## src/rtl/fifo2axis_pkg.sv

```systemverilog
// Shared definitions for the FIFO-to-AXIS width converter.
// - clogb2: width needed to hold values 0..value-1 (minimum 1)
// - pacer_state_e: line pacer FSM states
// - lane_lsb: bit offset of a beat lane inside a FIFO word, honouring beat order
package fifo2axis_pkg;

  typedef enum logic [0:0] {
    StIdle  = 1'b0,
    StArmed = 1'b1
  } pacer_state_e;

  function automatic int unsigned clogb2(input int unsigned value);
    int unsigned width;
    width = 1;
    while ((64'd1 << width) < 64'(value)) width++;
    return width;
  endfunction

  // Lane 0 is the first beat emitted from a word.
  function automatic int unsigned lane_lsb(input int unsigned lane, input int unsigned ratio,
                                           input int unsigned beat_w, input bit msb_first);
    return msb_first ? (ratio - 1 - lane) * beat_w : lane * beat_w;
  endfunction

endpackage

```

## src/rtl/fifo2axis_wc_if.sv

```systemverilog
// Bundle of the converter's stream, FIFO and status signals.
// master: converter side (drives M_AXIS_* except TREADY, brd_rdy, err_*).
// slave:  environment side (snooped input stream, sink ready, FIFO head/status).
interface fifo2axis_wc_if #(
  parameter int unsigned FDW             = 128,
  parameter int unsigned FAW             = 8,
  parameter int unsigned AXIS_DATA_WIDTH = 32
) ();
  logic                         S_AXIS_TVALID;
  logic                         S_AXIS_TLAST;
  logic                         M_AXIS_TVALID;
  logic [AXIS_DATA_WIDTH-1:0]   M_AXIS_TDATA;
  logic [AXIS_DATA_WIDTH/8-1:0] M_AXIS_TSTRB;
  logic                         M_AXIS_TLAST;
  logic                         M_AXIS_TUSER;
  logic                         M_AXIS_TREADY;
  logic                         brd_rdy;
  logic                         brd_vld;
  logic [FDW-1:0]               brd_din;
  logic                         brd_empty;
  logic [FAW:0]                 brd_cnt;
  logic                         err_overrun;
  logic                         err_underrun;

  modport master (
    input  S_AXIS_TVALID, S_AXIS_TLAST, M_AXIS_TREADY, brd_vld, brd_din, brd_empty, brd_cnt,
    output M_AXIS_TVALID, M_AXIS_TDATA, M_AXIS_TSTRB, M_AXIS_TLAST, M_AXIS_TUSER, brd_rdy,
           err_overrun, err_underrun
  );

  modport slave (
    output S_AXIS_TVALID, S_AXIS_TLAST, M_AXIS_TREADY, brd_vld, brd_din, brd_empty, brd_cnt,
    input  M_AXIS_TVALID, M_AXIS_TDATA, M_AXIS_TSTRB, M_AXIS_TLAST, M_AXIS_TUSER, brd_rdy,
           err_overrun, err_underrun
  );
endinterface

```

## src/rtl/axis_line_pacer.sv

```systemverilog
// Line pacer: snoops input end-of-line events, waits FRAME_DELAY input frames, then
// grants one output-line credit per input line.
// Ports: clk_i/rst_i (async active-high), in_eol_i (input TVALID&&TLAST),
//        out_last_i (output TLAST handshake), armed_o, credit_nz_o, err_overrun_o (sticky).
module axis_line_pacer
  import fifo2axis_pkg::*;
#(
  parameter int unsigned LINES_PER_FRAME = 1024,
  parameter int unsigned FRAME_DELAY     = 2,
  parameter int unsigned CREDIT_W        = 4
) (
  input  logic clk_i,
  input  logic rst_i,
  input  logic in_eol_i,
  input  logic out_last_i,
  output logic armed_o,
  output logic credit_nz_o,
  output logic err_overrun_o
);

  localparam int unsigned          LineW      = clogb2(LINES_PER_FRAME);
  localparam logic [LineW-1:0]     LastLine   = LineW'(LINES_PER_FRAME - 1);
  localparam logic [9:0]           FrameDelay = 10'(FRAME_DELAY);
  localparam logic [CREDIT_W-1:0]  CreditMax  = '1;

  pacer_state_e        state_q;
  logic [LineW-1:0]    in_line_q;
  logic [9:0]          in_frame_q;
  logic [CREDIT_W-1:0] credit_q;
  logic                overrun_q;

  logic line_wrap, arm, credit_inc, credit_dec;

  assign line_wrap  = in_eol_i && (in_line_q == LastLine);
  // The eol that completes the last delay frame both arms and grants the first credit.
  assign arm        = (state_q == StIdle) && line_wrap && (in_frame_q == FrameDelay - 10'd1);
  assign credit_inc = arm || ((state_q == StArmed) && in_eol_i);
  assign credit_dec = out_last_i;

  always_ff @(posedge clk_i or posedge rst_i) begin
    if (rst_i) begin
      state_q    <= StIdle;
      in_line_q  <= '0;
      in_frame_q <= '0;
      credit_q   <= '0;
      overrun_q  <= 1'b0;
    end else begin
      if (in_eol_i) in_line_q <= line_wrap ? '0 : in_line_q + 1'b1;
      if (line_wrap && (in_frame_q != FrameDelay)) in_frame_q <= in_frame_q + 10'd1;

      case (state_q)
        StIdle:  if (arm) state_q <= StArmed;
        StArmed: state_q <= StArmed;
        default: state_q <= StIdle;
      endcase

      case ({credit_inc, credit_dec})
        2'b10: begin
          if (credit_q == CreditMax) overrun_q <= 1'b1;
          else                       credit_q  <= credit_q + 1'b1;
        end
        2'b01:   credit_q <= credit_q - 1'b1;
        default: ;
      endcase
    end
  end

  assign armed_o       = (state_q == StArmed);
  assign credit_nz_o   = (credit_q != '0);
  assign err_overrun_o = overrun_q;

endmodule

```

## src/rtl/fifo2axis_wc.sv

```systemverilog
// FIFO-to-AXIS width converter. Pops FDW-bit words from a FWFT FIFO and emits each as
// FDW/AXIS_DATA_WIDTH beats, with TLAST per line and TUSER on the first beat of a frame.
// Line release is paced by axis_line_pacer.
// Ports: M_AXIS_ACLK, M_AXIS_ARESET (async active-high), axis_io (master modport: snooped
//        input stream, AXIS master, FIFO pop handshake, sticky error flags).
module fifo2axis_wc
  import fifo2axis_pkg::*;
#(
  parameter int unsigned FDW             = 128,
  parameter int unsigned FAW             = 8,
  parameter int unsigned AXIS_DATA_WIDTH = 32,
  parameter int unsigned BEATS_PER_LINE  = 320,
  parameter int unsigned LINES_PER_FRAME = 1024,
  parameter int unsigned FRAME_DELAY     = 2,
  parameter bit          MSB_FIRST       = 1'b1,
  parameter int unsigned CREDIT_W        = 4
) (
  input  logic           M_AXIS_ACLK,
  input  logic           M_AXIS_ARESET,
  fifo2axis_wc_if.master axis_io
);

  localparam int unsigned      Ratio    = FDW / AXIS_DATA_WIDTH;
  localparam int unsigned      LaneW    = clogb2(Ratio);
  localparam int unsigned      BeatW    = clogb2(BEATS_PER_LINE);
  localparam int unsigned      LineW    = clogb2(LINES_PER_FRAME);
  localparam int unsigned      OffW     = clogb2(FDW);
  localparam logic [LaneW-1:0] LastLane = LaneW'(Ratio - 1);
  localparam logic [BeatW-1:0] LastBeat = BeatW'(BEATS_PER_LINE - 1);
  localparam logic [LineW-1:0] LastLine = LineW'(LINES_PER_FRAME - 1);

  logic [FDW-1:0]   hold_q;
  logic             hold_vld_q;
  logic [LaneW-1:0] lane_q;
  logic [BeatW-1:0] beat_q;
  logic [LineW-1:0] line_q;
  logic             underrun_q;
  logic             credit_nz_prev_q;
  logic             last_hs_prev_q;

  logic armed, credit_nz;
  logic tvalid, accept, last_lane, brd_rdy, pop, tlast_pos, last_hs;
  logic underrun_eval, underrun_cond;
  logic [OffW-1:0] lane_off;

  // FIFO status is informational only.
  logic         unused_empty;
  logic [FAW:0] unused_cnt;
  assign unused_empty = axis_io.brd_empty;
  assign unused_cnt   = axis_io.brd_cnt;

  axis_line_pacer #(
    .LINES_PER_FRAME(LINES_PER_FRAME),
    .FRAME_DELAY    (FRAME_DELAY),
    .CREDIT_W       (CREDIT_W)
  ) u_pacer (
    .clk_i        (M_AXIS_ACLK),
    .rst_i        (M_AXIS_ARESET),
    .in_eol_i     (axis_io.S_AXIS_TVALID && axis_io.S_AXIS_TLAST),
    .out_last_i   (last_hs),
    .armed_o      (armed),
    .credit_nz_o  (credit_nz),
    .err_overrun_o(axis_io.err_overrun)
  );

  assign tvalid    = armed && hold_vld_q && credit_nz;
  assign accept    = tvalid && axis_io.M_AXIS_TREADY;
  assign last_lane = (lane_q == LastLane);
  // Refill on the last-lane accept so consecutive words stream without a bubble.
  assign brd_rdy   = armed && (!hold_vld_q || (last_lane && accept));
  assign pop       = brd_rdy && axis_io.brd_vld;
  assign tlast_pos = (beat_q == LastBeat);
  assign last_hs   = accept && tlast_pos;

  // Underrun is only judged when a line has just become due.
  assign underrun_eval = credit_nz && (!credit_nz_prev_q || last_hs_prev_q);
  assign underrun_cond = (beat_q == '0) && !hold_vld_q && !axis_io.brd_vld;

  assign lane_off = OffW'(lane_lsb(32'(lane_q), Ratio, AXIS_DATA_WIDTH, MSB_FIRST));

  always_ff @(posedge M_AXIS_ACLK or posedge M_AXIS_ARESET) begin
    if (M_AXIS_ARESET) begin
      hold_q           <= '0;
      hold_vld_q       <= 1'b0;
      lane_q           <= '0;
      beat_q           <= '0;
      line_q           <= '0;
      underrun_q       <= 1'b0;
      credit_nz_prev_q <= 1'b0;
      last_hs_prev_q   <= 1'b0;
    end else begin
      if (pop) begin
        hold_q     <= axis_io.brd_din;
        hold_vld_q <= 1'b1;
        lane_q     <= '0;
      end else if (accept) begin
        if (last_lane) hold_vld_q <= 1'b0;
        else           lane_q     <= lane_q + 1'b1;
      end

      if (accept) begin
        if (tlast_pos) begin
          beat_q <= '0;
          line_q <= (line_q == LastLine) ? '0 : line_q + 1'b1;
        end else begin
          beat_q <= beat_q + 1'b1;
        end
      end

      credit_nz_prev_q <= credit_nz;
      last_hs_prev_q   <= last_hs;
      if (underrun_eval && underrun_cond) underrun_q <= 1'b1;
    end
  end

  // Markers are gated by TVALID so they read 0 whenever no beat is offered.
  assign axis_io.M_AXIS_TVALID = tvalid;
  assign axis_io.M_AXIS_TDATA  = hold_q[lane_off +: AXIS_DATA_WIDTH];
  assign axis_io.M_AXIS_TSTRB  = '1;
  assign axis_io.M_AXIS_TLAST  = tvalid && tlast_pos;
  assign axis_io.M_AXIS_TUSER  = tvalid && (beat_q == '0) && (line_q == '0);
  assign axis_io.brd_rdy       = brd_rdy;
  assign axis_io.err_underrun  = underrun_q;

endmodule

```

## src/flat_wrapper.sv

```systemverilog
// flat-port wrapper written by rule: the top's interface ports become plain ports
module fifo2axis_wc_flat import fifo2axis_pkg::*;
#(
  parameter int unsigned FDW             = 128,
  parameter int unsigned FAW             = 8,
  parameter int unsigned AXIS_DATA_WIDTH = 32,
  parameter int unsigned BEATS_PER_LINE  = 320,
  parameter int unsigned LINES_PER_FRAME = 1024,
  parameter int unsigned FRAME_DELAY     = 2,
  parameter bit          MSB_FIRST       = 1'b1,
  parameter int unsigned CREDIT_W        = 4
)
  (M_AXIS_ACLK, M_AXIS_ARESET, axis_io_S_AXIS_TVALID, axis_io_S_AXIS_TLAST, axis_io_M_AXIS_TREADY, axis_io_brd_vld, axis_io_brd_din, axis_io_brd_empty, axis_io_brd_cnt, axis_io_M_AXIS_TVALID, axis_io_M_AXIS_TDATA, axis_io_M_AXIS_TSTRB, axis_io_M_AXIS_TLAST, axis_io_M_AXIS_TUSER, axis_io_brd_rdy, axis_io_err_overrun, axis_io_err_underrun);
  fifo2axis_wc_if #(.FDW(FDW), .FAW(FAW), .AXIS_DATA_WIDTH(AXIS_DATA_WIDTH)) axis_io_i ();
  input  logic M_AXIS_ACLK;
  input  logic M_AXIS_ARESET;
  input wire logic [$bits(axis_io_i.S_AXIS_TVALID)-1:0] axis_io_S_AXIS_TVALID;
  input wire logic [$bits(axis_io_i.S_AXIS_TLAST)-1:0] axis_io_S_AXIS_TLAST;
  input wire logic [$bits(axis_io_i.M_AXIS_TREADY)-1:0] axis_io_M_AXIS_TREADY;
  input wire logic [$bits(axis_io_i.brd_vld)-1:0] axis_io_brd_vld;
  input wire logic [$bits(axis_io_i.brd_din)-1:0] axis_io_brd_din;
  input wire logic [$bits(axis_io_i.brd_empty)-1:0] axis_io_brd_empty;
  input wire logic [$bits(axis_io_i.brd_cnt)-1:0] axis_io_brd_cnt;
  output wire logic [$bits(axis_io_i.M_AXIS_TVALID)-1:0] axis_io_M_AXIS_TVALID;
  output wire logic [$bits(axis_io_i.M_AXIS_TDATA)-1:0] axis_io_M_AXIS_TDATA;
  output wire logic [$bits(axis_io_i.M_AXIS_TSTRB)-1:0] axis_io_M_AXIS_TSTRB;
  output wire logic [$bits(axis_io_i.M_AXIS_TLAST)-1:0] axis_io_M_AXIS_TLAST;
  output wire logic [$bits(axis_io_i.M_AXIS_TUSER)-1:0] axis_io_M_AXIS_TUSER;
  output wire logic [$bits(axis_io_i.brd_rdy)-1:0] axis_io_brd_rdy;
  output wire logic [$bits(axis_io_i.err_overrun)-1:0] axis_io_err_overrun;
  output wire logic [$bits(axis_io_i.err_underrun)-1:0] axis_io_err_underrun;
  assign axis_io_i.S_AXIS_TVALID = axis_io_S_AXIS_TVALID;
  assign axis_io_i.S_AXIS_TLAST = axis_io_S_AXIS_TLAST;
  assign axis_io_i.M_AXIS_TREADY = axis_io_M_AXIS_TREADY;
  assign axis_io_i.brd_vld = axis_io_brd_vld;
  assign axis_io_i.brd_din = axis_io_brd_din;
  assign axis_io_i.brd_empty = axis_io_brd_empty;
  assign axis_io_i.brd_cnt = axis_io_brd_cnt;
  assign axis_io_M_AXIS_TVALID = axis_io_i.M_AXIS_TVALID;
  assign axis_io_M_AXIS_TDATA = axis_io_i.M_AXIS_TDATA;
  assign axis_io_M_AXIS_TSTRB = axis_io_i.M_AXIS_TSTRB;
  assign axis_io_M_AXIS_TLAST = axis_io_i.M_AXIS_TLAST;
  assign axis_io_M_AXIS_TUSER = axis_io_i.M_AXIS_TUSER;
  assign axis_io_brd_rdy = axis_io_i.brd_rdy;
  assign axis_io_err_overrun = axis_io_i.err_overrun;
  assign axis_io_err_underrun = axis_io_i.err_underrun;
  fifo2axis_wc #(.FDW(FDW), .FAW(FAW), .AXIS_DATA_WIDTH(AXIS_DATA_WIDTH), .BEATS_PER_LINE(BEATS_PER_LINE), .LINES_PER_FRAME(LINES_PER_FRAME), .FRAME_DELAY(FRAME_DELAY), .MSB_FIRST(MSB_FIRST), .CREDIT_W(CREDIT_W)) u_core (.M_AXIS_ACLK(M_AXIS_ACLK), .M_AXIS_ARESET(M_AXIS_ARESET), .axis_io(axis_io_i));
endmodule
```

## config.mk

```make
export PLATFORM = sky130hd
export DESIGN_NAME = fifo2axis_wc_flat
export DESIGN_NICKNAME = d
export VERILOG_FILES = /design/src/rtl/fifo2axis_pkg.sv /design/src/rtl/fifo2axis_wc_if.sv /design/src/rtl/axis_line_pacer.sv /design/src/rtl/fifo2axis_wc.sv /design/src/flat_wrapper.sv
export SDC_FILE = /design/constraint.sdc
export NUM_CORES = 1
export LEC_CHECK = 0
export BUFFER_PORTS_ARGS = -buffer_cell sky130_fd_sc_hd__buf_2
export CAP_MARGIN = 40
export CORE_UTILIZATION = 49
export DETAILED_ROUTE_END_ITERATION = 8
export GPL_ROUTABILITY_DRIVEN = 0
export PLACE_DENSITY = 0.76
export RECOVER_POWER = 100
export REMOVE_ABC_BUFFERS = 1
export SYNTH_ARGS = -nofsm -noshare
export SYNTH_HDL_FRONTEND = slang
export SYNTH_SLANG_ARGS = --single-unit
```

## constraint.sdc

```tcl
create_clock -name M_AXIS_ACLK -period 6.29 [get_ports M_AXIS_ACLK]
set_input_delay 1.258 -clock M_AXIS_ACLK [delete_from_list [all_inputs] [get_ports M_AXIS_ACLK]]
set_output_delay 1.258 -clock M_AXIS_ACLK [all_outputs]
set_load 0.02 [all_outputs]
```

==> qor.txt, run 1 <==
========================================================================================================
Result of the run ......................................................................... finished, violations left
Failing checks ............................................................................ max-capacitance violations, max-slew violations
Worst hold path startpoint ................................................................ u_core.u_pacer.err_overrun_o
Fraction of layout instances using a drive strength above 1 ...............................       41.41%
Number of gates given a new drive strength after cts ......................................            0
Slew Limit Fails ..........................................................................          203
Total Die Area ............................................................................    17340 µm²
Final TNS setup ...........................................................................         0 ns
Latest clock arrival within the worst-skew pair ...........................................      0.43 ns
Syn Inst Count ............................................................................          582
Remaining global-route overflow ...........................................................            0
Half-perimeter wire length after placement ................................................     11980 µm
Total clock sinks .........................................................................          179
Setup violations, final ...................................................................            0
Cell area after synthesis .................................................................     8242 µm²
Hold-fix buffers at CTS ...................................................................            0
Worst supply voltage drop on vdd ..........................................................    0.1916 mV
Slew headroom .............................................................................      -34.52%
Total cell area at the placement stage ....................................................     9294 µm²
Hold Path Class ...........................................................................      reg2reg
Starting density of the core ..............................................................       49.88%
Max-cap violation count ...................................................................            5
CTS tree ..................................................................................         done
Pwr dens .................................................................................. 238.9 nW/µm²
Sequential cell area fraction in the yosys report .........................................       54.35%
Post-placement worst setup slack ..........................................................     2.717 ns
Post-route total power ....................................................................     2.321 mW
Static Leakage ............................................................................     4.749 nW
Worst slew pin tran .......................................................................     2.018 ns
Clock group share of total power ..........................................................        44.8%
Reg-to-reg startpoint ..................................................................... u_core.lane_q[0]
# rows ....................................................................................           47
CP max FO .................................................................................           36
Count of distinct cell types in the synthesized netlist ...................................           57
Wire length of the first global-routing pass ..............................................     28370 µm
Total number of H-tree levels .............................................................            4
Antenna Diode Count .......................................................................            0
DRT Wirelength ............................................................................     16910 µm
Net switching power .......................................................................    0.5414 mW
CORE AREA .................................................................................    16520 µm²
Fraction of registers with async set/reset ................................................       100.0%
Post-CTS clock slew at the launch and capture registers of the worst setup and hold paths .      0.07 ns
Number of search-and-repair iterations in the first detailed-routing pass .................            4
Minimum setup slack among reg-to-reg paths ................................................      1.65 ns
Clock buffers created by TritonCTS ........................................................           17
Register share of total power .............................................................        51.1%
P&R area growth vs syn ....................................................................       17.90%
All-Layer GR Usage ........................................................................       20.86%
EDFF count, synth .........................................................................            0
Setup bufs post-CTS .......................................................................            0
Seq cells post-synth ......................................................................          179
Number of antenna violations at the first check in global routing .........................            0
Post-route non-filler standard cell count .................................................          988
Final instance area .......................................................................     9717 µm²
Chip Height ...............................................................................     131.7 µm
Startpoint-to-endpoint class of the critical path .........................................       in2reg
Number of buffers added on ports ..........................................................          171
Hold Vio Cnt, Final .......................................................................            0
Setup repair after global routing missed its margin .......................................           no
Wire per inst .............................................................................     17.12 µm
Residual DRC count ........................................................................            0
Mean instance size in the synthesized netlist .............................................    14.16 µm²
Post-route minimum period .................................................................     4.731 ns
CP endpoint kind ..........................................................................         flop
Deepest clock path buffer count ...........................................................            2
Relative contribution of combinational cells to total power ...............................         4.2%
Primary flip-flop cell chosen by synthesis mapping ........................................      dfrtp_1
Yosys synthesis warning count .............................................................            0
Launching element of the worst setup path ................................................. axis_io_M_AXIS_TREADY
Pin count of the biggest net entering global routing ......................................           82
Average via count per standard cell .......................................................        5.397
Root Buffer ...............................................................................    clkbuf_16
Power Internal ............................................................................     1.780 mW
Required time of the worst setup path .....................................................      6.59 ns
Via count .................................................................................         5332
Vias in the first global route ............................................................         5765
Max frequency .............................................................................   0.2114 GHz
Number of violations reported at the end of detailed-routing iteration 0 ..................          223
Tightest hold margin ......................................................................    0.4773 ns
Share of the clock period used by the worst path after layout .............................       75.22%
I/O pins ..................................................................................          186
Width of the chip .........................................................................     131.7 µm
Nature of the critical path startpoint .................................................... primary input
Core utilization of the finished layout ...................................................       58.80%
Nets@finish ...............................................................................          911
Switch share ..............................................................................       23.32%
Instance count after placement with tap cells included ....................................          956
Critical path data arrival time ...........................................................      5.04 ns
Worst clock skew ..........................................................................  0.008190 ns
Antenna-violating nets left ...............................................................            0
Min setup slack post-route ................................................................     1.559 ns
========================================================================================================
==> power by group through the flow <==
stage                     clock network, mW  logic [mW]  registers (mW)
after floorplan                           0      0.0481            1.20
after detailed placement                  0       0.104            1.21
after global routing                   1.12       0.111            1.19
after global placement                    0      0.0959            1.21
after CTS                              1.07       0.105            1.18
final                                  1.04      0.0963            1.19
==> critical path, cell delays in order <==
cell and delay (ns):
buf_2 0.09, nand3_1 0.17, nand2b_1 0.35, o21ai_0 0.36, nor2b_1 0.42, clkbuf_1 1.38, buf_4 0.58, mux2_2 0.39
==> cell usage in the layout, fill, tap and decap left out, types with 3 or more instances in the layout <==
| master | count |
|---|---|
| dfrtp_1 | 178 |
| buf_2 | 134 |
| mux2_2 | 106 |
| clkbuf_1 | 39 |
| mux4_2 | 32 |
| nand2_1 | 27 |
| inv_1 | 22 |
| mux2_1 | 22 |
| nand3_1 | 21 |
| xnor2_1 | 19 |
| nor2_1 | 17 |
| o21ai_0 | 17 |
| clkbuf_16 | 17 |
| ha_1 | 11 |
| nor4_1 | 10 |
| xor2_1 | 9 |
| nand4_1 | 7 |
| nor3_1 | 7 |
| a21oi_1 | 5 |
| nor2b_1 | 4 |
| conb_1 | 4 |
| clkinv_4 | 4 |
| clkinvlp_4 | 4 |
| or4_1 | 3 |
| o31ai_1 | 3 |
| and3_1 | 3 |
| inv_8 | 3 |
| buf_4 | 3 |
==> registers in the layout, summed over array words and instances, names as in the netlist <==
signal                        flops
u_core.axis_io.err_underrun       1
u_core.beat_q                     9
u_core.credit_nz_prev_q           1
u_core.hold_q                   128
u_core.hold_vld_q                 1
u_core.lane_q                     2
u_core.last_hs_prev_q             1
u_core.line_q                    10
u_core.u_pacer.armed_o            1
u_core.u_pacer.credit_q           4
u_core.u_pacer.err_overrun_o      1
u_core.u_pacer.in_frame_q        10
u_core.u_pacer.in_line_q         10
==> area by class of cell <==
class	instances	area, µm²
inverter	25	95.09
sequential	179	4481
clock inverter	14	146.4
timing repair buffer	178	864.6
multi-input combinational	354	3416
clock buffer	18	439.2
tap	220	275.3
fill	1346	6808
==> kinds of logic after synthesis <==
kind of cell	Yosys count	synth area share, %
AOI/OAI and AO/OA	38	2.930
xor gates and xnor gates	28	2.976
adders and majority gates	12	1.913
buffers and inverters	52	3.659
DFF	179	54.35
muxes	163	26.66
other	1	0.04550
and+or+nand+nor	109	7.469
==> final timing paths <==
check / end / cells after the start
worst max register to register: u_core.hold_q[101] / 8
worst max-delay path: u_core.hold_q[101] / 8
worst min-delay path: u_core.u_pacer.err_overrun_o / 2
min in group asynchronous: u_core.hold_q[80] / 2
worst min register to register: u_core.u_pacer.err_overrun_o / 2
max in group asynchronous: u_core.hold_q[22] / 4
==> cells in the mapped netlist (2+ instances only) <==
master	count	area share [%]
dfrtp_1	179	54
mux2_2	106	14
mux4_2	32	8.7
nand2_1	26	1.2
inv_1	23	1.0
mux2_1	22	3.0
nand3_1	20	1.2
xnor2_1	19	2.0
nor2_1	17	0.77
o21ai_0	16	0.97
buf_6	11	1.5
ha_1	11	1.7
xor2_1	9	0.96
nor4_1	8	0.61
buf_2	7	0.43
nand4_1	7	0.53
nor3_1	7	0.43
a21oi_1	5	0.30
clkbuf_1	5	0.23
buf_4	4	0.36
and3_1	3	0.23
nor2b_1	3	0.23
o31ai_1	3	0.27
a21o_1	2	0.18
mux2i_1	2	0.24
nor4_4	2	0.52
or3_1	2	0.15
or4_1	2	0.18
==> layer usage <==
layer | GRT usage, % | wire [µm] | vias to the layer above | part of all wire, %
met3 | 5.170 | 754 | 22 | 4.5
met5 | 0 | 0 | - | 0
met1 | 26.21 | 7261 | 2701 | 43
li1 | - | - | 2450 | -
met4 | 7.364 | 245 | 0 | 1.4
met2 | 35.04 | 8651 | 159 | 51
Power figures use the tool's default switching activity.
==> inputs of run 2 (changes only) <==
ABC_AREA = 1   (was not set)
CORE_UTILIZATION = 50   (was 49)
PLACE_DENSITY = 0.77   (was 0.76)
clock period = 3.97 ns   (was 6.29 ns; I/O delays follow)
==> run 2 against run 1 <==
Compared with the run above:
- the flow still finishes with violations (max-capacitance violations, max-slew violations)
- largest power group unchanged
- core utilization rose by 1.7 points
- combinational power rose to 28 times the previous value
- critical path depth fell by 4
- highest routed layer unchanged
- first-iteration DRC count rose by 77%
- register-to-register slack got worse by 0.83 ns
- via count rose by 38%
==> qor.txt, run 2 <==
========================================================================================================
Net switching power .......................................................................     2.977 mW   +450%
Reg2reg path depth ........................................................................            7   -1
Seq cells post-synth ......................................................................          179   unchanged
Static Leakage ............................................................................     5.454 nW   +15%
Commonest non-fill, non-tap cell in the layout ............................................      nand2_1
Power Internal ............................................................................     4.398 mW   +150%
CORE AREA .................................................................................    16820 µm²   +1.8%
Ranking of synthesized cells by area ...................................................... dfrtp_1 51%, nand2_1 9.1%, inv_1 8.0%
Antenna-violating nets left ...............................................................            0   unchanged
Post-Synth XOR/XNOR Area ..................................................................       2.111%   -0.86 points
Startpoint-to-endpoint class of the critical path .........................................      reg2out
Clock group share of total power ..........................................................        23.0%   -22 points
Primary flip-flop cell chosen by synthesis mapping ........................................      dfrtp_1
Worst supply voltage drop on vdd ..........................................................    0.3949 mV   +110%
Worst slew pin tran .......................................................................     1.699 ns   -0.3185 ns
Remaining global-route overflow ...........................................................            0   unchanged
Total clock sinks .........................................................................          179   unchanged
Max-cap violation count ...................................................................            1   -4
Post-synth top area share .................................................................       51.41%   -2.9 points
Yosys synthesis warning count .............................................................            0   unchanged
Reg-to-reg startpoint ..................................................................... u_core.lane_q[0]
Slew headroom .............................................................................      -13.28%   +21 points
Count of distinct cell types in the synthesized netlist ...................................           36   -37%
Total number of H-tree levels .............................................................            4   unchanged
Failing checks ............................................................................ max-capacitance violations, max-slew violations
Chip Height ...............................................................................     134.0 µm   +1.8%
All-Layer GR Usage ........................................................................       22.95%   +2.1 points
Share of synthesized area spent on multiplexers ...........................................           0%   -27 points
Hold-fix buffers at CTS ...................................................................            0   unchanged
Setup violations, final ...................................................................            0   unchanged
Number of antenna violations at the first check in global routing .........................            3   +3
Mean instance size in the synthesized netlist .............................................    8.083 µm²   -43%
DRT Wirelength ............................................................................     19390 µm   +15%
Required time of the worst setup path .....................................................      3.18 ns   -3.41 ns
Number of violations reported at the end of detailed-routing iteration 0 ..................          395   +77%
Sequential cell area fraction in the yosys report .........................................       51.41%   -2.9 points
Worst clock skew ..........................................................................   0.01603 ns   +0.007836 ns
# fillers .................................................................................         1573   +17%
Flip-flop count of the largest register, all copies and words added .......................          128   unchanged
Area share of fa/ha/maj cells after synthesis .............................................       1.809%   -0.10 points
CP max FO .................................................................................           32   -11%
Nets@finish ...............................................................................         1388   +52%
Latest clock arrival within the worst-skew pair ...........................................      0.43 ns   about the same
Starting density of the core ..............................................................       51.81%   +1.9 points
Relative contribution of combinational cells to total power ...............................        36.8%   +33 points
Met1 Use GR ...............................................................................       29.29%   +3.1 points
Final TNS setup ...........................................................................         0 ns   unchanged
Cell area after synthesis .................................................................     8713 µm²   +5.7%
Fraction of layout instances using a drive strength above 1 ...............................       15.02%   -26 points
Clock buffers created by TritonCTS ........................................................           17   unchanged
Commonest cells post-synth ................................................................ 211 x nand2_1, 186 x inv_1, 179 x dfrtp_1, 122 x o21ai_1, 96 x nor2_1
Post-route non-filler standard cell count .................................................         1468   +49%
Most used routing layer ...................................................................         met2
Minimum setup slack among reg-to-reg paths ................................................      0.82 ns   -0.83 ns
Instance count after placement with tap cells included ....................................         1433   +50%
Most used cells in the layout excluding fill and tap cells ................................ 211 x nand2_1, 198 x o21ai_0, 185 x inv_1
Nature of the critical path startpoint ....................................................         flop
Most used standard cell by instance count after synthesis .................................      nand2_1
I/O pins ..................................................................................          186   unchanged
Result of the run ......................................................................... finished, violations left
Number of search-and-repair iterations in the first detailed-routing pass .................            4   unchanged
P&R area growth vs syn ....................................................................       16.70%
CP endpoint kind ..........................................................................  output port
Syn Inst Count ............................................................................         1078   +85%
Register share of total power .............................................................        40.2%   -11 points
Vias in the first global route ............................................................         7121   +24%
Number of gates given a new drive strength after cts ......................................            0   unchanged
Wire length of the first global-routing pass ..............................................     32780 µm   +16%
Max frequency .............................................................................   0.3050 GHz
Critical path data arrival time ...........................................................      2.48 ns   -2.56 ns
Hold Vio Cnt, Final .......................................................................            0   unchanged
Post-route minimum period .................................................................     3.279 ns
Fraction of registers with async set/reset ................................................       100.0%   unchanged
Post-CTS clock slew at the launch and capture registers of the worst setup and hold paths .      0.07 ns   about the same
Setup repair after global routing missed its margin .......................................           no
Total Die Area ............................................................................    17960 µm²   +3.6%
Hold Path Class ...........................................................................     in2async
Met3 track demand over resource in global routing .........................................       4.497%   -0.67 points
CTS tree ..................................................................................         done
Final instance area .......................................................................    10170 µm²   +4.6%
Simple-gate portion of the synthesized area ...............................................       17.73%   +10 points
Half-perimeter wire length after placement ................................................     12910 µm   +7.8%
Wire per inst .............................................................................     13.21 µm   -23%
# rows ....................................................................................           47   unchanged
Pin count of the biggest net entering global routing ......................................           71   -13%
Pwr dens .................................................................................. 725.3 nW/µm²   +200%
Cell accounting for the most synthesized area .............................................      dfrtp_1
Register with the most flip-flops ......................................................... u_core.hold_q
Setup bufs post-CTS .......................................................................            0   unchanged
Share of the clock period used by the worst path after layout .............................       82.59%
Total cell area at the placement stage ....................................................     9686 µm²   +4.2%
Width of the chip .........................................................................     134.0 µm   +1.8%
Number of buffers added on ports ..........................................................          171   unchanged
Switch share ..............................................................................       40.36%   +17 points
Post-route total power ....................................................................     7.376 mW   +220%
Slew Limit Fails ..........................................................................           71   -65%
Largest family of logic cells by synthesized area ......................................... simple AND/OR/NAND/NOR gates
Met2 routing resource usage after global routing ..........................................       38.28%   +3.2 points
Via count .................................................................................         7337   +38%
Fraction of the mapped netlist area in compound gates .....................................       15.19%   +12 points
EDFF count, synth .........................................................................            0   unchanged
Residual DRC count ........................................................................            0   unchanged
Average via count per standard cell .......................................................        4.998   -7.4%
Crit Reg-Reg Endpoint ..................................................................... u_core.hold_q[106]
Root Buffer ...............................................................................    clkbuf_16
Deepest clock path buffer count ...........................................................            2   unchanged
========================================================================================================
## run 2: how the worst max path moves through the flow
stage	from	slack, ns	depth (start not counted)	endpoint
after floorplan	M_AXIS_ARESET	-1.68	1	u_core.axis_io.err_underrun
after global placement	axis_io_S_AXIS_TVALID	1.08	17	u_core.u_pacer.credit_q[3]
after detailed placement	axis_io_S_AXIS_TVALID	1.00	17	u_core.u_pacer.credit_q[3]
after CTS	u_core.lane_q[0]	0.89	5	axis_io_M_AXIS_TDATA[26]
after global routing	u_core.lane_q[0]	0.44	7	u_core.hold_q[78]
final	u_core.lane_q[0]	0.69	4	axis_io_M_AXIS_TDATA[27]
## run 2: kinds of logic (layout without fill, tap and decap cells)
group / after synthesis / after routing
flip-flops: 179 / 179
other: 1 / 7
AO/OA/AOI/OAI: 252 / 252
XOR/XNOR: 21 / 21
AND/OR/NAND/NOR: 372 / 372
buffers and inverters: 241 / 405
adder cells (fa/ha/maj): 12 / 12
## run 2: critical path, cell delays in order (launching register included)
cell and delay, ns:
dfrtp_1 0.73, clkbuf_2 0.64, o21ai_0 0.19, o22ai_1 0.19, clkbuf_1 0.30
## run 2: routing by layer
layer | vias to the layer above | wire length, µm
li1 | 3711 | -
met4 | 0 | 425
met5 | - | 0
met1 | 3406 | 8600
met3 | 27 | 920
met2 | 193 | 9439
## run 2: area by class of cell
class                      instances  area (µm²)  area share (%)
tap                              220       275.3           2.707
clock buffer                      18       439.2           4.319
multi-input combinational        661        3194           31.41
clock inverter                    14       151.4           1.489
timing repair buffer             185       910.9           8.958
sequential                       179        4479           44.05
antenna                            3       7.507         0.07383
inverter                         188       710.7           6.989
## run 2: per-stage QoR
stage | hold slack [ns] | setup WS (ns) | util [%]
detailed placement | 0.4683 | 1.001 | 57.59
floorplan | 0.4536 | -1.683 | -
finish | 0.4571 | 0.6913 | 60.46
global placement | 0.4593 | 1.081 | 57.59
global route | 0.5022 | 0.4377 | 60.46
CTS | 0.4727 | 0.8934 | 61.10
## run 2: power groups by stage
stage | Clock (mW) | Sequential (mW) | Combinational, mW
final | 1.70 | 2.96 | 2.72
after floorplan | 0 | 2.94 | 2.02
after CTS | 1.73 | 2.96 | 2.92
after global routing | 1.80 | 3.05 | 3.10
after detailed placement | 0 | 2.98 | 2.90
after global placement | 0 | 2.95 | 2.84
==> inputs of run 3 (changes only) <==
CORE_UTILIZATION = 55   (was 50)
PLACE_DENSITY = 0.8   (was 0.77)
clock period = 3.3 ns   (was 3.97 ns; I/O delays follow)
==> run 3 against run 2 <==
Compared with the run above:
- clock-buffer cell count unchanged
- sequential share of layout area up 0.088 points
- clock power up 15%
- via count up 0.31%
- critical path type unchanged
- core utilization up 5.8 points
- the flow still finishes with violations (max-capacitance violations, max-slew violations)
==> qor.txt, run 3 (synthesis results as in run 2) <==
========================================================================================================
Result of the run ......................................................................... finished, violations left
Failing checks ............................................................................ max-capacitance violations, max-slew violations
Max frequency .............................................................................   0.3485 GHz
Post-route non-filler standard cell count .................................................         1456   -0.82%
Worst supply voltage drop on vdd ..........................................................    0.5339 mV   +35%
Max-cap violation count ...................................................................            1   unchanged
Worst clock skew ..........................................................................  0.009438 ns   -0.006588 ns
Via count .................................................................................         7360   +0.31%
Min setup slack post-route ................................................................    0.4309 ns   -0.2604 ns
Tightest hold margin ......................................................................    0.4685 ns   +0.01147 ns
Post-route total power ....................................................................     8.797 mW   +19%
Startpoint-to-endpoint class of the critical path .........................................      reg2out
Setup bufs post-CTS .......................................................................            0   unchanged
Starting density of the core ..............................................................       56.90%   +5.1 points
Total Die Area ............................................................................    16350 µm²   -9.0%
Residual DRC count ........................................................................            0   unchanged
CP endpoint kind ..........................................................................  output port
Critical-path top delay cell ..............................................................      dfrtp_2
Commonest non-fill, non-tap cell in the layout ............................................      nand2_1
Remaining global-route overflow ...........................................................            0   unchanged
Hold Path Class ...........................................................................       in2reg
Worst slew pin tran .......................................................................     1.686 ns   -0.01288 ns
Deepest clock path buffer count ...........................................................            2   unchanged
Total cell area at the placement stage ....................................................     9702 µm²   +0.17%
Total number of H-tree levels .............................................................            4   unchanged
Cells along the critical path ............................................................. buf_4 > o21ai_0 > o22ai_1 > clkbuf_1
CORE AREA .................................................................................    15310 µm²   -8.9%
# fillers .................................................................................         1309   -17%
Number of search-and-repair iterations in the first detailed-routing pass .................            5   +1
Pwr dens .................................................................................. 866.6 nW/µm²   +19%
Critical path data arrival time ...........................................................      2.21 ns   -0.27 ns
Register with the most flip-flops ......................................................... u_core.hold_q
Latest clock arrival within the worst-skew pair ...........................................      0.43 ns   about the same
Static Leakage ............................................................................     5.438 nW   -0.29%
Post-placement worst setup slack ..........................................................    0.5047 ns   -0.4962 ns
Setup repair after global routing missed its margin .......................................           no
Nature of the critical path startpoint ....................................................         flop
Worst hold path startpoint ................................................................ axis_io_brd_din[100]
Number of buffer and inverter instances along the worst setup path ........................            2   unchanged
Slew Limit Fails ..........................................................................           81   +14%
Top Family by Delay on Critical Path ...................................................... buffers and inverters
Clock buffers created by TritonCTS ........................................................           17   unchanged
All-Layer GR Usage ........................................................................       25.16%   +2.2 points
Fraction of layout instances using a drive strength above 1 ...............................       14.90%   -0.12 points
Average via count per standard cell .......................................................        5.055   +1.1%
Total clock sinks .........................................................................          179   unchanged
Nets@finish ...............................................................................         1385   -0.22%
Wire per inst .............................................................................     13.21 µm   about the same
Number of gates given a new drive strength after cts ......................................            0   unchanged
Most used cells in the layout excluding fill and tap cells ................................ 211 x nand2_1, 206 x o21ai_0, 185 x inv_1
Instance count after placement with tap cells included ....................................         1421   -0.84%
Hold-fix buffers at CTS ...................................................................            0   unchanged
Core utilization of the finished layout ...................................................       66.28%   +5.8 points
Required time of the worst setup path .....................................................      2.64 ns   -0.54 ns
I/O pins ..................................................................................          186   unchanged
DRT Wirelength ............................................................................     19240 µm   -0.76%
Launching element of the worst setup path ................................................. u_core.lane_q[0]
Half-perimeter wire length after placement ................................................     12620 µm   -2.3%
Chip Height ...............................................................................     127.9 µm   -4.6%
Number of antenna violations at the first check in global routing .........................            4   +1
Slew headroom .............................................................................      -12.66%   +0.62 points
Post-route minimum period .................................................................     2.869 ns
Delay of the slowest cell on the worst path ...............................................      0.58 ns   -0.15 ns
Root Buffer ...............................................................................    clkbuf_16
Setup violations, final ...................................................................            0   unchanged
Width of the chip .........................................................................     127.9 µm   -4.6%
CTS tree ..................................................................................         done
Wire length of the first global-routing pass ..............................................     32110 µm   -2.0%
Flip-flop count of the largest register, all copies and words added .......................          128   unchanged
Final instance area .......................................................................    10150 µm²   -0.17%
CP max FO .................................................................................           51   +59%
Antenna-violating nets left ...............................................................            0   unchanged
P&R area growth vs syn ....................................................................       16.50%
Pin count of the biggest net entering global routing ......................................           81   +14%
Number of violations reported at the end of detailed-routing iteration 0 ..................          542   +37%
# rows ....................................................................................           45   -4.3%
Post-CTS clock slew at the launch and capture registers of the worst setup and hold paths .      0.07 ns   about the same
Final TNS setup ...........................................................................         0 ns   unchanged
Reg-to-reg startpoint ..................................................................... u_core.u_pacer.credit_q[1]
Number of buffers added on ports ..........................................................          171   unchanged
Vias in the first global route ............................................................         6809   -4.4%
Hold Vio Cnt, Final .......................................................................            0   unchanged
Share of the clock period used by the worst path after layout .............................       86.94%
========================================================================================================
[run 3: changes by cell type in the layout (fill, tap and decap cells not counted), sizes merged]
| cell | before | now |
|---|---|---|
| clkinvlp | 4 | 7 |
| clkbuf | 59 | 57 |
| inv | 191 | 189 |
| buf | 144 | 143 |
| bufinv | 2 | 1 |
[run 3: metal layers]
metal	share of wire, %	GRT usage [%]
met4	2.1	8.443
met2	49	41.14
met1	44	33.64
met5	0.068	0
met3	4.5	5.134
[run 3: area by class of cell]
class                      count  area, µm²  area share [%]
sequential                   179       4481           44.14
multi-input combinational    661       3188           31.41
timing repair buffer         182      933.4           9.195
inverter                     188      709.4           6.989
clock buffer                  18      439.2           4.326
tap                          211      264.0           2.601
clock inverter                14      128.9           1.270
antenna                        3      7.507         0.07396
[run 3: worst min-delay path: cells and delay by family]
kind	cells	cell delay, ns
compound gates	1	0.07
buf+inv	2	0.12
[run 3: final timing paths]
check	end	slack [ns]	cells after the start
max reg2reg	u_core.hold_q[45]	0.59	7
min in group asynchronous	u_core.u_pacer.credit_q[2]	0.70	2
min	u_core.hold_q[100]	0.47	3
min reg2reg	u_core.u_pacer.err_overrun_o	0.47	1
max in group asynchronous	u_core.hold_q[68]	0.96	3
max	axis_io_M_AXIS_TDATA[28]	0.43	4
[run 3: report_power, final]
group	switching (mW)	internal (mW)	total, mW
Combinational	2.19	1.09	3.28
Sequential	0.505	3.06	3.57
Clock	0.885	1.06	1.95
Total	3.58	5.22	8.80
